## src/rtl/fetch_ctrl.sv

```systemverilog
// fetch_ctrl: sequences reads from a one-cycle-latency instruction memory
// into a 2-entry instruction buffer and hands instructions to decode over a
// valid/ready handshake. Handles start/halt and execute redirects.
// A response arriving while the buffer is empty is forwarded straight to
// the head, so the first instruction shows up two cycles after start/redirect.
module fetch_ctrl #(
    parameter int INST_WIDTH = 32,
    parameter int MEM_SIZE   = 16,
    parameter int RESET_PC   = 0,
    parameter int BUF_DEPTH  = 2,
    localparam int AW        = $clog2(MEM_SIZE)
) (
    input  logic                  clk,
    input  logic                  reset,
    input  logic                  start,
    input  logic                  halt_req,
    input  logic                  redirect_valid,
    input  logic [AW-1:0]         redirect_pc,
    output logic                  imem_rd_en,
    output logic [AW-1:0]         imem_addr,
    input  logic [INST_WIDTH-1:0] imem_data,
    output logic                  inst_valid,
    input  logic                  inst_ready,
    output logic [INST_WIDTH-1:0] inst,
    output logic [AW-1:0]         inst_pc,
    output logic                  busy
);

    typedef enum logic [1:0] {
        S_IDLE   = 2'd0,
        S_RUN    = 2'd1,
        S_DRAIN  = 2'd2,
        S_HALTED = 2'd3
    } state_t;

    // Next sequential fetch address, wrapping at the end of memory.
    function automatic logic [AW-1:0] pc_inc(input logic [AW-1:0] cur);
        if (cur == AW'(MEM_SIZE - 1)) return '0;
        return cur + AW'(1);
    endfunction

    state_t                  state, state_nxt;
    logic [AW-1:0]           pc;

    // Read issue stage (p1): one read outstanding at most, with its address tag.
    logic                    vld_p1;
    logic                    squash_p1;
    logic [AW-1:0]           tag_pc_p1;

    // Instruction buffer storage and pointers.
    logic [INST_WIDTH-1:0]   buf_inst [0:1];
    logic [AW-1:0]           buf_pc   [0:1];
    logic                    rd_ptr, wr_ptr;
    logic [1:0]              count;

    logic                    resp_vld;
    logic                    buf_nonempty;
    logic                    deq;
    logic                    pop;
    logic                    wr_en;
    logic                    flush;
    logic [2:0]              occ_after;

    assign resp_vld     = vld_p1 && !squash_p1;
    assign buf_nonempty = (count != 2'd0);
    assign inst_valid   = buf_nonempty || resp_vld;
    assign deq          = inst_valid && inst_ready;
    assign pop          = deq && buf_nonempty;
    // A response consumed directly through the bypass never lands in the buffer.
    assign wr_en        = resp_vld && !(deq && !buf_nonempty);
    assign flush        = redirect_valid && (state != S_IDLE);

    assign inst    = !inst_valid  ? '0 :
                     buf_nonempty ? buf_inst[rd_ptr] : imem_data;
    assign inst_pc = !inst_valid  ? '0 :
                     buf_nonempty ? buf_pc[rd_ptr]   : tag_pc_p1;

    // Entries held plus the one in flight, after this cycle's dequeue.
    assign occ_after  = 3'(count) + 3'(vld_p1) - 3'(deq);
    assign imem_rd_en = (state == S_RUN) && !halt_req && !redirect_valid &&
                        (occ_after < 3'(BUF_DEPTH));
    assign imem_addr  = pc;
    assign busy       = (state == S_RUN) || (state == S_DRAIN);

    // State register.
    always_ff @(posedge clk or posedge reset) begin
        if (reset) state <= S_IDLE;
        else       state <= state_nxt;
    end

    // Next-state logic for start/halt sequencing.
    always_comb begin
        state_nxt = state;
        case (state)
            S_IDLE:   if (start) state_nxt = S_RUN;
            S_RUN:    if (halt_req) state_nxt = S_DRAIN;
            S_DRAIN:  if (!vld_p1) state_nxt = S_HALTED;
            S_HALTED: if (start) state_nxt = halt_req ? S_DRAIN : S_RUN;
            default:  state_nxt = S_IDLE;
        endcase
    end

    // PC and in-flight read tracking; a redirect reloads pc and kills the response.
    always_ff @(posedge clk or posedge reset) begin
        if (reset) begin
            pc        <= AW'(RESET_PC);
            vld_p1    <= 1'b0;
            squash_p1 <= 1'b0;
        end else begin
            vld_p1    <= imem_rd_en;
            squash_p1 <= flush && vld_p1;
            if (flush)           pc <= redirect_pc;
            else if (imem_rd_en) pc <= pc_inc(pc);
        end
    end

    // Address tag travels with the read into the response stage.
    always_ff @(posedge clk) begin
        if (imem_rd_en) tag_pc_p1 <= pc;
    end

    // Buffer occupancy and pointers; flush empties the buffer.
    always_ff @(posedge clk or posedge reset) begin
        if (reset) begin
            rd_ptr <= 1'b0;
            wr_ptr <= 1'b0;
            count  <= 2'd0;
        end else if (flush) begin
            rd_ptr <= 1'b0;
            wr_ptr <= 1'b0;
            count  <= 2'd0;
        end else begin
            if (wr_en) wr_ptr <= ~wr_ptr;
            if (pop)   rd_ptr <= ~rd_ptr;
            count <= count + 2'(wr_en) - 2'(pop);
        end
    end

    // Buffer storage: capture the memory response at the tail.
    always_ff @(posedge clk) begin
        if (wr_en && !flush) begin
            buf_inst[wr_ptr] <= imem_data;
            buf_pc[wr_ptr]   <= tag_pc_p1;
        end
    end

    // The issue rule must never let a response reach a full buffer.
    a_no_overflow: assert property (@(posedge clk) disable iff (reset)
        !(wr_en && !flush && !pop && count == 2'(BUF_DEPTH)));

endmodule

```

## config.mk

```make
export PLATFORM = sky130hd
export DESIGN_NAME = fetch_ctrl
export DESIGN_NICKNAME = d
export VERILOG_FILES = /design/src/rtl/fetch_ctrl.sv
export SDC_FILE = /design/constraint.sdc
export NUM_CORES = 1
export LEC_CHECK = 0
export ABC_AREA = 0
export CAP_MARGIN = 20
export CORE_MARGIN = 2
export CORE_UTILIZATION = 56
export CTS_CLUSTER_DIAMETER = 150
export DETAILED_ROUTE_END_ITERATION = 8
export DONT_BUFFER_PORTS = 1
export HOLD_SLACK_MARGIN = 0.15
export PLACE_DENSITY_LB_ADDON = 0.15
export SETUP_SLACK_MARGIN = 0.3
export SYNTH_ARGS = -nofsm -noshare
export SYNTH_HDL_FRONTEND = slang
export SYNTH_SLANG_ARGS = --single-unit
```

## constraint.sdc

```tcl
create_clock -name clk -period 4.4 [get_ports clk]
set_clock_uncertainty 0.15 [all_clocks]
set_input_delay 0.44 -clock clk [delete_from_list [all_inputs] [get_ports clk]]
set_output_delay 0.44 -clock clk [all_outputs]
set_load 0.05 [all_outputs]
```

==> Yosys cells after proc, flatten, opt, wreduce, memory -nomap -nowiden <==
Memory sizes are Yosys's and may differ from the RTL's.
Cells that the tools add are included.
{ "totals": {"n_memories": 2, "mem_bits_ro": 0, "in_bits": 42, "regBits": 16, "latch_bits": 0, "out_inout_bits": 43, "ram_bits": 72, "elab_cells": 76} }
{ "op_classes": {"n_bitwise": 2, "n_mux": 24, "magnitude_cmp": 1, "n_mul": 0, "n_addsub": 5, "shift": 0, "n_div": 0, "eq_ne": 8, "reduce_logical": 26} }
{ "mem_list": {"columns": ["memory", "depth", "width", "read_ports", "rd_ports_with_merged_regs", "write_ports", "line", "rtl"], "rows": [
  ["buf_inst", 2, 32, 1, 0, 1, "51", "logic [INST_WIDTH-1:0] buf_inst [0:1];"],
  ["buf_pc", 2, 4, 1, 0, 1, "52", "logic [AW-1:0] buf_pc [0:1];"]
]} }
{ "ops": {"columns": ["cell", "n"], "rows": [
  ["$mux 32", 2],
  ["$mux 4", 6],
  ["$mux 2", 6],
  ["$logic_and 1x1->1", 11],
  ["$reduce_bool 2->1", 5],
  ["$mux 1", 9],
  ["$ne 2x2->1 const B", 4],
  ["$pmux 2 s4", 1],
  ["$logic_not 1->1", 6],
  ["$add 4x1->4 const B", 1],
  ["$eq 2x2->1 const B", 2],
  ["$eq 4x4->1 const B", 1],
  ["$reduce_and 4->1", 1],
  ["$add 2x1->3", 1],
  ["$lt 3x2->1 const B", 1],
  ["$sub 3x1->3", 1],
  ["$add 2x1->2", 1],
  ["$eq 2x1->1 const B", 1],
  ["$logic_not 2->1", 1],
  ["$logic_or 1x1->1", 2],
  ["$not 1->1", 2],
  ["$sub 2x1->2", 1]
]} }

==> Longest topological paths before layout <==
Gate-level depths: netlist of the first run.
{ "logic_depth": {"ltp_word": 12, "depth_mapped": 11, "ltp_nobuf": 9} }

==> Worst setup path before layout of the first run <==
Ideal clock, no wire load.
{ "synth_timing": {"kind": "reg-to-reg", "startpoint": "reg state[1]", "endpoint": "mem buf_inst[1][0], enable pin", "synth_period_minus_slack_ns": 4.247, "arrival_time_ns": 3.615, "setup_ns": 0.482, "t_required_ns": 3.768, "path_slack_ns": 0.153, "stages_incl_launch_ff": 6, "path_buffers": 1, "path_cell_list": "dfrtp_1 > inv_1 > ha_1 > nor2b_1 > clkbuf_1 > nor3b_1"} }
{ "synth_between": {"elab_chain_len": 6} }
{ "synth_rtl": {"columns": ["element", "line", "rtl"], "rows": [
  ["start, declared", "42", "state_t state, state_nxt;"],
  ["start signal, assigned", "88", "else state <= state_nxt;"],
  ["$reduce_bool 2->1", "71", "assign flush = redirect_valid && (state != S_IDLE);"],
  ["$logic_and 1x1->1", "71", null],
  ["$logic_not 1->1", "141", "if (wr_en && !flush) begin"],
  ["$logic_and 1x1->1", "141", null],
  ["$mux 1", "141", null],
  ["$mux 1 (implied by the code)", "142", "buf_inst[wr_ptr] <= imem_data;"],
  ["end, declared", "51", null]
]} }
No other way between the ends.

==> Worst setup path in the final report of the first run <==
{ "layout_timing": {"startpoint": "reg count[1]", "endpoint": "out imem_rd_en"} }
{ "layout_between": {"elab_chain_len": 6, "word_cells_on_any_way": 7} }
{ "layout_rtl": {"columns": ["element", "line", "rtl"], "rows": [
  ["start, declared", "54", "logic [1:0] count;"],
  ["start signal, assigned", "135", "count <= count + 2'(wr_en) - 2'(pop);"],
  ["parallel branches: the longest is 3 deep, another holds $add 2x1->3", null, null],
  ["$sub 3x1->3 *", "79", "assign occ_after = 3'(count) + 3'(vld_p1) - 3'(deq);"],
  ["$lt 3x2->1 *", "81", "(occ_after < 3'(BUF_DEPTH));"],
  ["$logic_and 1x1->1 *", "80", "assign imem_rd_en = (state == S_RUN) && !halt_req && !redirect_valid &&"],
  ["end, declared", "19", "output logic imem_rd_en,"]
]} }
Every way passes the cells marked *.

==> run_results.csv, run 1 <==
group,metric,value,unit
synthesis,syn_area,3840,um2
timing,final.min_clock_period,3650,ps
clock_tree,cts_num_sinks,88,
global_route,grt_max_degree,38,
finish,antenna-diode-count,0,
timing,rsz0062_at_grt,"false",
run,maxCapViolCount,0,
pwr,vdd_ir_drop_max,346,uV
routing,drt-vias-per-instance,5.85,
critical_path,worst_setup_path_start_kind,"flip-flop",
clock_tree,setup_bufs_post_cts,0,
pwr,power.leakage,1.53,nW
floorplan,core-area,6720,um2
floorplan,fp.dieW,86.8,um
critical_path,worst_path_max_delay_cell,"sky130_fd_sc_hd__dfrtp_1",
critical_path,setup.reg_to_reg.worst_slack,1180,ps
timing,max_slew.worst_pin.slew,1130,ps
place,hpwl,4110,um
place,numPortBuffers,0,
place,place_congestion,0.841,
pwr,power.internal,1.53,mW
timing,final_hold_viol_count,0,
global_route,global_route.usage.total,18.9,%
synthesis,post-synth-top-area-fraction,59.5,%
clock_tree,tritoncts,"done",
pwr,power_per_unit_of_standard_cell_area,634,nW/um2
routing,remaining_drc_errors,0,
timing,slew_violations,0,
synthesis,post_synth_num_cell_types,39,
worst_hold_path,worst_hold_startpoint,"inst_ready",
synthesis,post_synth_most_frequent_cells,"sky130_fd_sc_hd__edfxtp_1 (76), sky130_fd_sc_hd__mux2i_1 (36), sky130_fd_sc_hd__o2bb2ai_1 (36)",
timing,setup_slack,752,ps
routing,route.final.wire_length,6880,um
synthesis,synthFlopType,"sky130_fd_sc_hd__edfxtp_1",
synthesis,synth_largest_area_cell,"sky130_fd_sc_hd__edfxtp_1",
synthesis,synth_fp_nets,296,
floorplan,standard_cell_row_count,30,
critical_path,worstSetupStartpoint,"count[1]",
timing,worst_slew_margin_rel,25.0,%
floorplan,die-area,7530,um2
critical_path,crit_path_max_fanout,9,
critical_path,worst_ep_required_time,3810,ps
global_route,globalRouteOverflowTotal,0,
floorplan,ioPinCount,85,
floorplan,dieHeight,86.8,um
finish,syn2layout_area_growth,18.1,%
routing,dr.first_iter.drc_count,61,
timing,finalCritPeriodShare,82.9,%
routing,via_count,2172,
synthesis,synth-warning-count,0,
synthesis,count_leader_synth,"sky130_fd_sc_hd__edfxtp_1",
timing,totalNegativeSetupSlack,0,ps
floorplan,initial_cell_density_of_the_core,57.1,%
synthesis,synth_enable_flop_cells,76,
finish,drive_gt1_share,10.3,%
critical_path,critical_path.max_stage_delay,520,ps
critical_path,path_cells,"nor2_2 -> nand2_1 -> and2_1 -> ha_1 -> nand2b_1 -> fa_1 -> nand4bb_1 -> nor2_4",
timing,hold-worst-slack,269,ps
clock_tree,htree_num_levels,3,
critical_path,worst_r2r_startpoint,"count[1]",
synthesis,synth_async_sr_flop_share,13.6,%
pwr,switching_power,1.34,mW
clock_tree,worstSkewPairLatency,340,ps
synthesis,ys_seq_elements,88,
global_route,antenna_found_initial,0,
synthesis,syn_inst,245,
routing,drt-pass1-iter-count,4,
worst_hold_path,timing.hold.worst.class,"in -> reg",
pwr,sequentialPowerShare,39.4,%
timing,fmax,0.274,GHz
critical_path,crit_path_end_kind,"primary output",
clock_tree,cts_inserted_buffers,9,
finish,final_nets,337,
global_route,first_global_vias,2137,
synthesis,share_of_the_yosys_chip_area_belonging_to_registers,67.3,%
place,pre_cts_ws,927,ps
timing,setup_viol,0,
clock_tree,worst_setup_hold_path_clk_slew,80,ps
pwr,power_switching_share,46.8,%
clock_tree,clockRootBuffer,"sky130_fd_sc_hd__clkbuf_8",
pwr,pwr-share-comb,41.8,%
critical_path,cp.arrival,3060,ps
synthesis,synth_area_per_cell,15.7,um2
run_status,run_status,"finished clean",
critical_path,setup.worst_path.class,"reg -> out",
synthesis,synth_area_leaders,"sky130_fd_sc_hd__edfxtp_1 (59%), sky130_fd_sc_hd__mux2i_1 (9.4%), sky130_fd_sc_hd__o2bb2ai_1 (8.2%)",
global_route,grt_first_pass_wirelength,10600,um
routing,detail_route.wl_per_cell,18.5,um
pwr,clock_power_share,18.8,%
routing,antenna_violating_nets_post_route,0,
clock_tree,cts_max_path_buffers,2,
-- sequential cells by signal (all words and copies together), names as in the netlist --
signal	count
tag_pc_p1	4
wr_ptr	1
buf_inst	64
buf_pc	8
count	2
squash_p1	1
state	2
imem_addr	4
vld_p1	1
rd_ptr	1
-- through the flow --
step / area (um2) / util [%] / power (mW) / cells
2_1_floorplan: 3840 / - / 2.16 / 245
3_3_place_gp: 3940 / 58.6 / 2.30 / 317
3_5_place_dp: 3940 / 58.6 / 2.31 / 317
4_1_cts: 4500 / 67.0 / 2.88 / 370
5_1_grt: 4530 / 67.4 / 3.01 / 371
6_report: 4530 / 67.4 / 2.87 / 371
-- power groups by stage --
stage	Sequential [mW]	Clock (mW)	Combinational [mW]
final	1.13	0.540	1.20
after global routing	1.14	0.586	1.28
after CTS	1.18	0.556	1.15
after detailed placement	1.20	0	1.11
after global placement	1.20	0	1.11
after floorplan	1.11	0	1.05
-- path summary, 6_finish.rpt --
kind                           endpoint  cells after the start
max                          imem_rd_en                      8
min                              rd_ptr                      3
max reg2reg                imem_addr[0]                      9
min reg2reg                buf_pc[1][3]                      0
max in group asynchronous        rd_ptr                      2
min in group asynchronous        wr_ptr                      2
-- layout make-up --
type	count	area (um2)
repair buffers	43	428
multi-input cells	137	1200
inverters	7	26.3
well taps	80	100
fillers	480	2190
flip-flops and latches	88	2580
clock inverters	6	67.6
clock buffers	10	128
-- placed cells by master (no fill, tap or decap), drive strengths merged, types with 4 or more instances in the layout --
| cell type | n |
|---|---|
| edfxtp | 76 |
| nand2 | 5 |
| buf | 6 |
| clkbuf | 10 |
| dlygate4sd3 | 37 |
| nor2 | 6 |
| dfrtp | 12 |
| inv | 8 |
| mux2i | 36 |
| o2bb2ai | 36 |
| o21ai | 4 |
| nand2b | 4 |
| ha | 8 |
| and2 | 4 |
-- layer usage --
metal,wire length (um),part of all wire [%],up-vias,GRT usage [%]
li1,-,-,1046,-
met1,2950,43,1054,23.4
met2,3480,51,62,32.4
met3,347,5.0,10,4.00
met4,98,1.4,0,7.67
met5,0,0,-,0
-- worst max-delay path: cells and delay by family, from the launching register on --
kind | cells | cell delay [ps]
and+or+nand+nor | 6 | 1420
adders and majority gates | 2 | 760
DFF | 1 | 520
-- logic make-up after synthesis --
group | Yosys count | share of synthesized area [%]
DFF | 88 | 67.3
AOI/OAI and AO/OA | 52 | 11.1
muxes | 36 | 9.39
and+or+nand+nor | 36 | 5.61
buffers and inverters | 20 | 2.35
adders and majority gates | 9 | 3.13
xor gates and xnor gates | 4 | 1.11
-- timing repair --
item | CTS | global route
hold buffers | 37 | 0
setup endpoints to repair | 0 | 1
resized for setup | 0 | 1
hold endpoints to repair | 80 | 0
No activity file was read; power rests on OpenSTA's default activity.
==> run 2: changes to the inputs <==
clock period = 3 ns   (was 4.4 ns; I/O delays follow)
==> run 2 against run 1 <==
Net effect: core utilization increased by 3.4 points; non-clock buffer count up 17; combinational power up 63%; sequential cell count unchanged; die area did not move; worst setup slack got worse by 690 ps; power grew 54%; highest routed layer unchanged.
==> run_results.csv, run 2 (synthesized netlist as in run 1, its figures left out) <==
group,metric,value,unit
critical_path,crit_path_max_fanout,6,
routing,detail_route.wl_per_cell,19.2,um
global_route,antenna_found_initial,0,
worst_hold_path,timing.hold.worst.class,"in -> reg",
critical_path,worst_setup_path_start_kind,"flip-flop",
timing,final.min_clock_period,2940,ps
timing,rsz0062_at_grt,"true",
routing,route.final.wire_length,7460,um
critical_path,setup.worst_path.class,"reg -> out",
finish,drive_gt1_share,16.9,%
floorplan,die-area,7530,um2
global_route,first_global_vias,2391,
critical_path,cp.arrival,2490,ps
clock_tree,worstSkewPairLatency,350,ps
finish,final_nets,354,
routing,drt-pass1-iter-count,4,
finish,multi_input_area,1280,um2
timing,fmax,0.340,GHz
floorplan,dieHeight,86.8,um
critical_path,path_buf_inv,0,
routing,remaining_drc_errors,0,
finish,largest_reg_flops,64,
timing,final_hold_viol_count,0,
timing,finalCritPeriodShare,98.1,%
global_route,globalRouteOverflowTotal,0,
floorplan,standard_cell_row_count,30,
clock_tree,cts_num_sinks,88,
critical_path,crit_path_end_kind,"primary output",
place,place_congestion,0.745,
finish,fillers,468,
timing,setup_slack,58.2,ps
floorplan,initial_cell_density_of_the_core,57.1,%
timing,slew_violations,0,
finish,stdcell_count,388,
run,maxCapViolCount,0,
place,numPortBuffers,0,
timing,worst_slew_margin_rel,27.4,%
finish,registers.top_by_ff_count,"buf_inst",
clock_tree,cts_inserted_buffers,9,
timing,setup_viol,0,
finish,mostFrequentLayoutCell,"sky130_fd_sc_hd__edfxtp_1",
clock_tree,htree_num_levels,3,
critical_path,path_common_cell,"sky130_fd_sc_hd__nor2_4",
critical_path,critical_path.max_stage_delay,550,ps
pwr,power.leakage,1.64,nW
clock_tree,tritoncts,"done",
critical_path,path_cells,"nor2_4 -> nand2_4 -> and2_4 -> ha_4 -> nand2b_4 -> fa_2 -> nand4bb_4 -> nor2_4",
finish,regArea,2580,um2
routing,dr.first_iter.drc_count,91,
clock_tree,clockRootBuffer,"sky130_fd_sc_hd__clkbuf_8",
global_route,grt_first_pass_wirelength,11700,um
floorplan,core-area,6720,um2
pwr,vdd_ir_drop_max,580,uV
place,pre_cts_ws,47.4,ps
finish,most-common-layout-cells,"sky130_fd_sc_hd__edfxtp_1 (76), sky130_fd_sc_hd__dlygate4sd3_1 (42), sky130_fd_sc_hd__mux2i_1 (36), sky130_fd_sc_hd__o2bb2ai_1 (36), sky130_fd_sc_hd__buf_4 (17)",
global_route,global_route.usage.total,20.7,%
clock_tree,cts_max_path_buffers,2,
critical_path,worst_path_max_delay_cell,"sky130_fd_sc_hd__fa_2",
run_status,run_status,"finished clean",
global_route,grt_max_degree,37,
timing,max_slew.worst_pin.slew,1090,ps
clock_tree,worst_setup_hold_path_clk_slew,90,ps
critical_path,critical-path-top-delay-family,"simple AND/OR/NAND/NOR gates",
timing,totalNegativeSetupSlack,0,ps
pwr,power_per_unit_of_standard_cell_area,929,nW/um2
place,number_of_placed_instances_with_taps_included,327,
place,hpwl,4390,um
finish,finish.utilization,70.8,%
floorplan,fp.dieW,86.8,um
clock_tree,cts-hold-fix-buffers,42,
finish,reg_top3,"buf_inst (64), buf_pc (8)",
routing,antenna_violating_nets_post_route,0,
finish,antenna-diode-count,0,
routing,via_count,2312,
critical_path,worst_ep_required_time,2550,ps
pwr,power.total,4.42,mW
finish,syn2layout_area_growth,24.0,%
floorplan,ioPinCount,85,
routing,drt-vias-per-instance,5.96,
[run 2: worst register-to-register path: cells and delay by family, from the launching register on]
family / cells / cell delay (ps)
DFF: 1 / 410
adders and majority gates: 2 / 750
and+or+nand+nor: 6 / 1060
buffers and inverters: 2 / 280
AOI/OAI and AO/OA: 1 / 170
[run 2: stage by stage]
step	hold slack, ps	area (um2)
5_1_grt	67.7	4760
3_3_place_gp	81.2	4060
6_report	94.7	4760
3_5_place_dp	83.1	4060
2_1_floorplan	14.7	3920
4_1_cts	87.3	4720
[run 2: power by group]
group	internal, mW	leakage [nW]	switching, mW
Clock	0.395	0.102	0.438
Combinational	0.511	0.702	1.44
Sequential	1.44	0.833	0.194
[run 2: layer usage]
layer | track usage (%) | vias up | wire length, um
li1 | - | 1083 | -
met1 | 24.3 | 1159 | 2970
met2 | 35.6 | 66 | 4000
met3 | 7.05 | 4 | 442
met4 | 7.10 | 0 | 48
met5 | 0 | - | 0
[run 2: layout make-up]
type | instances | share of cell area (%)
Timing Repair Buffer | 60 | 11.8
Clock inverter | 7 | 1.68
Multi-Input combinational cell | 137 | 27.0
Sequential cell | 88 | 54.3
Tap cell | 80 | 2.10
Inverter | 7 | 0.552
Clock buffer | 9 | 2.60
[run 2: what timing repair did]
item | 4_1_cts | 5_1_grt
endpoints found under the setup margin | 10 | 13
buffers inserted | 1 | 2
pin swaps | 3 | 5
resized for setup | 3 | 5
hold endpoints to repair | 83 | 1
[run 2: path summary, 6_finish.rpt]
path	slack [ps]	end	startpoint	cells past startpoint
max	60	imem_rd_en	count[1]	8
min	90	vld_p1	halt_req	2
max reg2reg	110	imem_addr[2]	count[1]	11
min reg2reg	350	buf_pc[0][0]	tag_pc_p1[0]	0
max in group asynchronous	2090	rd_ptr	reset	2
min in group asynchronous	250	imem_addr[0]	reset	2
==> run 3: changes to the inputs <==
RECOVER_POWER = 25   (was unset)
clock period = 2.55 ns   (was 3 ns; I/O delays follow)
==> run 3 against run 2 <==
Net effect: the flow now finishes with violations (setup timing); largest cell class unchanged; register-to-register slack lost 480 ps; non-clock buffer count grew 57; first-iteration DRC count grew to 3.1 times the previous value; combinational power grew 100%; worst setup slack lost 490 ps; sequential power grew 15%; via count grew 23%; count of clock-buffer cells in the layout is the same; power grew 56%; critical path depth grew 2; worst hold slack gained 120 ps; die area is the same.
==> run_results.csv, run 3 (synthesized netlist as in run 1, its figures left out) <==
group,metric,value,unit
run_status,run_status,"finished with violations",
run_status,failed_checks,"setup timing",
critical_path,path_common_cell,"sky130_fd_sc_hd__nor2_4",
pwr,clock_power_share,15.1,%
floorplan,dieHeight,86.8,um
timing,rsz0062_at_grt,"true",
global_route,grt-busiest-layer,"met2",
finish,finish.utilization,92.6,%
global_route,global_route.usage.total,23.4,%
routing,remaining_drc_errors,0,
critical_path,critical-path-top-delay-family,"simple AND/OR/NAND/NOR gates",
critical_path,path_buf_inv,2,
finish,largest_reg_flops,64,
routing,detail_route.wl_per_cell,29.4,um
routing,via_count,2848,
timing,totalNegativeSetupSlack,-3160,ps
critical_path,setup.worst_path.class,"reg -> out",
critical_path,cp.arrival,2580,ps
timing,slew_violations,0,
place,numPortBuffers,0,
clock_tree,htree_num_levels,3,
timing,setup_viol,10,
critical_path,reg2reg_depth,11,
floorplan,core-area,6720,um2
pwr,power_switching_share,46.1,%
finish,most-common-layout-cells,"sky130_fd_sc_hd__edfxtp_1 (76), sky130_fd_sc_hd__dlygate4sd3_1 (43), sky130_fd_sc_hd__mux2i_1 (36), sky130_fd_sc_hd__o2bb2ai_4 (36), sky130_fd_sc_hd__buf_8 (23)",
finish,mostFrequentLayoutCell,"sky130_fd_sc_hd__edfxtp_1",
clock_tree,clockRootBuffer,"sky130_fd_sc_hd__clkbuf_8",
routing,drt-pass1-iter-count,5,
clock_tree,tritoncts,"done",
finish,syn2layout_area_growth,62.1,%
pwr,power.total,6.88,mW
timing,finalCritPeriodShare,117,%
run,maxCapViolCount,0,
clock_tree,worstSkewPairLatency,370,ps
critical_path,worst_path_max_delay_cell,"sky130_fd_sc_hd__fa_1",
pwr,switching_power,3.17,mW
clock_tree,worst_setup_hold_path_clk_slew,100,ps
clock_tree,cts_max_path_buffers,2,
routing,dr.first_iter.drc_count,286,
global_route,grt_use_met2,41.1,%
pwr,vdd_ir_drop_max,992,uV
finish,reg_top3,"buf_inst (64), buf_pc (8)",
place,number_of_placed_instances_with_taps_included,370,
floorplan,fp.dieW,86.8,um
pwr,power_per_unit_of_standard_cell_area,1110,nW/um2
clock_tree,cts_num_sinks,88,
finish,fillers,190,
pwr,power.internal,3.71,mW
timing,final_hold_viol_count,0,
place,hpwl,4670,um
critical_path,worst_r2r_startpoint,"count[1]",
timing,setup_slack,-437,ps
global_route,grt_first_pass_wirelength,13100,um
floorplan,ioPinCount,85,
clock_tree,cts_inserted_buffers,9,
routing,drt-vias-per-instance,6.40,
finish,antenna-diode-count,0,
global_route,gr-usage-met3,6.38,%
floorplan,standard_cell_row_count,30,
timing,fmax,0.335,GHz
global_route,first_global_vias,2696,
critical_path,crit_path_max_fanout,2,
floorplan,die-area,7530,um2
timing,worst_slew_margin_rel,54.3,%
critical_path,critical_path.max_stage_delay,480,ps
global_route,global_route.usage.met1,27.7,%
floorplan,initial_cell_density_of_the_core,57.1,%
timing,hold-worst-slack,214,ps
finish,stdcell_count,445,
place,place_congestion,0.786,
pwr,sequentialPowerShare,27.4,%
critical_path,crit_path_end_kind,"primary output",
finish,final_nets,411,
pwr,power.leakage,2.21,nW
timing,final.min_clock_period,2990,ps
routing,route.final.wire_length,13100,um
global_route,globalRouteOverflowTotal,0,
global_route,grt_max_degree,37,
critical_path,setup.reg_to_reg.worst_slack,-370,ps
critical_path,path_cells,"nor2_4 -> nand2_4 -> and2_4 -> ha_4 -> nand2b_4 -> fa_1 -> nand4bb_1 -> buf_6 -> nor2_4 -> buf_12",
critical_path,worst_r2r_endpoint,"imem_addr[2]",
finish,drive_gt1_share,39.2,%
critical_path,worst_ep_required_time,2140,ps
finish,registers.top_by_ff_count,"buf_inst",
global_route,antenna_found_initial,0,
worst_hold_path,timing.hold.worst.class,"in -> async",
routing,antenna_violating_nets_post_route,0,
pwr,pwr-share-comb,57.5,%
timing,max_slew.worst_pin.slew,686,ps
critical_path,worst_setup_path_start_kind,"flip-flop",
[run 3: cell count changes in the layout (fill, tap and decap cells not counted), moves of 2 or more]
cell,previous run,this run
sky130_fd_sc_hd__o2bb2ai_1,36,0
sky130_fd_sc_hd__o2bb2ai_4,0,36
sky130_fd_sc_hd__buf_8,0,23
sky130_fd_sc_hd__buf_6,1,21
sky130_fd_sc_hd__buf_4,17,22
sky130_fd_sc_hd__buf_12,0,4
sky130_fd_sc_hd__clkbuf_16,0,4
sky130_fd_sc_hd__or4_1,1,3
sky130_fd_sc_hd__or4_4,2,0
[run 3: area by class of cell]
cell class | count | area (um2) | share of cell area, %
timing repair buffer | 117 | 1360 | 21.8
tap | 80 | 100 | 1.61
clock inverter | 7 | 80.1 | 1.29
sequential | 88 | 2580 | 41.5
multi-input combinational | 137 | 1950 | 31.3
inverter | 7 | 26.3 | 0.422
clock buffer | 9 | 124 | 1.99
[run 3: worst max path at each step]
stage / cells after the start / slack, ps / from / to
6_report: 10 / -440 / count[1] / imem_rd_en
5_1_grt: 10 / -450 / count[1] / imem_rd_en
4_1_cts: 10 / -340 / count[1] / imem_rd_en
3_5_place_dp: 10 / -160 / squash_p1 / imem_addr[2]
3_3_place_gp: 10 / -80 / squash_p1 / imem_addr[2]
2_1_floorplan: 10 / -400 / count[1] / tag_pc_p1[0]
[run 3: what timing repair did]
action                                  in CTS  in global routing
pin swaps                                    6                 18
hold endpoints to repair                    86                  0
endpoints found under the setup margin      38                 47
hold buffers                                43                  0
setup buffers                                5                  6
gates resized for setup                     12                141
gates cloned                                 0                  5
[run 3: power groups by stage]
stage | registers (mW) | clock network (mW) | logic, mW
2_1_floorplan | 1.93 | 0 | 1.89
3_3_place_gp | 1.87 | 0 | 2.62
3_5_place_dp | 1.88 | 0 | 2.65
4_1_cts | 1.85 | 0.993 | 2.82
5_1_grt | 1.89 | 1.08 | 4.07
6_report | 1.88 | 1.04 | 3.96
[run 3: worst register-to-register path, cell delays in order, from the launching register on]
cell	delay, ps
sky130_fd_sc_hd__dfrtp_1	440
sky130_fd_sc_hd__nor2_4	140
sky130_fd_sc_hd__nand2_4	60
sky130_fd_sc_hd__and2_4	140
sky130_fd_sc_hd__ha_4	210
sky130_fd_sc_hd__nand2b_4	140
sky130_fd_sc_hd__fa_1	480
sky130_fd_sc_hd__nand4bb_1	150
sky130_fd_sc_hd__buf_6	160
sky130_fd_sc_hd__buf_6	120
sky130_fd_sc_hd__or4_1	480
sky130_fd_sc_hd__a31oi_1	170
[run 3: per-layer routing]
layer  vias to the layer above  part of all wire [%]
met5                         -                     0
met3                        45                   6.7
met1                      1426                    36
li1                       1197                     -
met2                       180                    54
met4                         0                   3.5
[run 3: stage by stage]
stage	setup slack, ps	cell area (um2)
floorplan	-402	3920
global placement	-83.8	4400
detailed placement	-156	4400
CTS	-339	5140
global route	-448	6220
finish	-437	6220
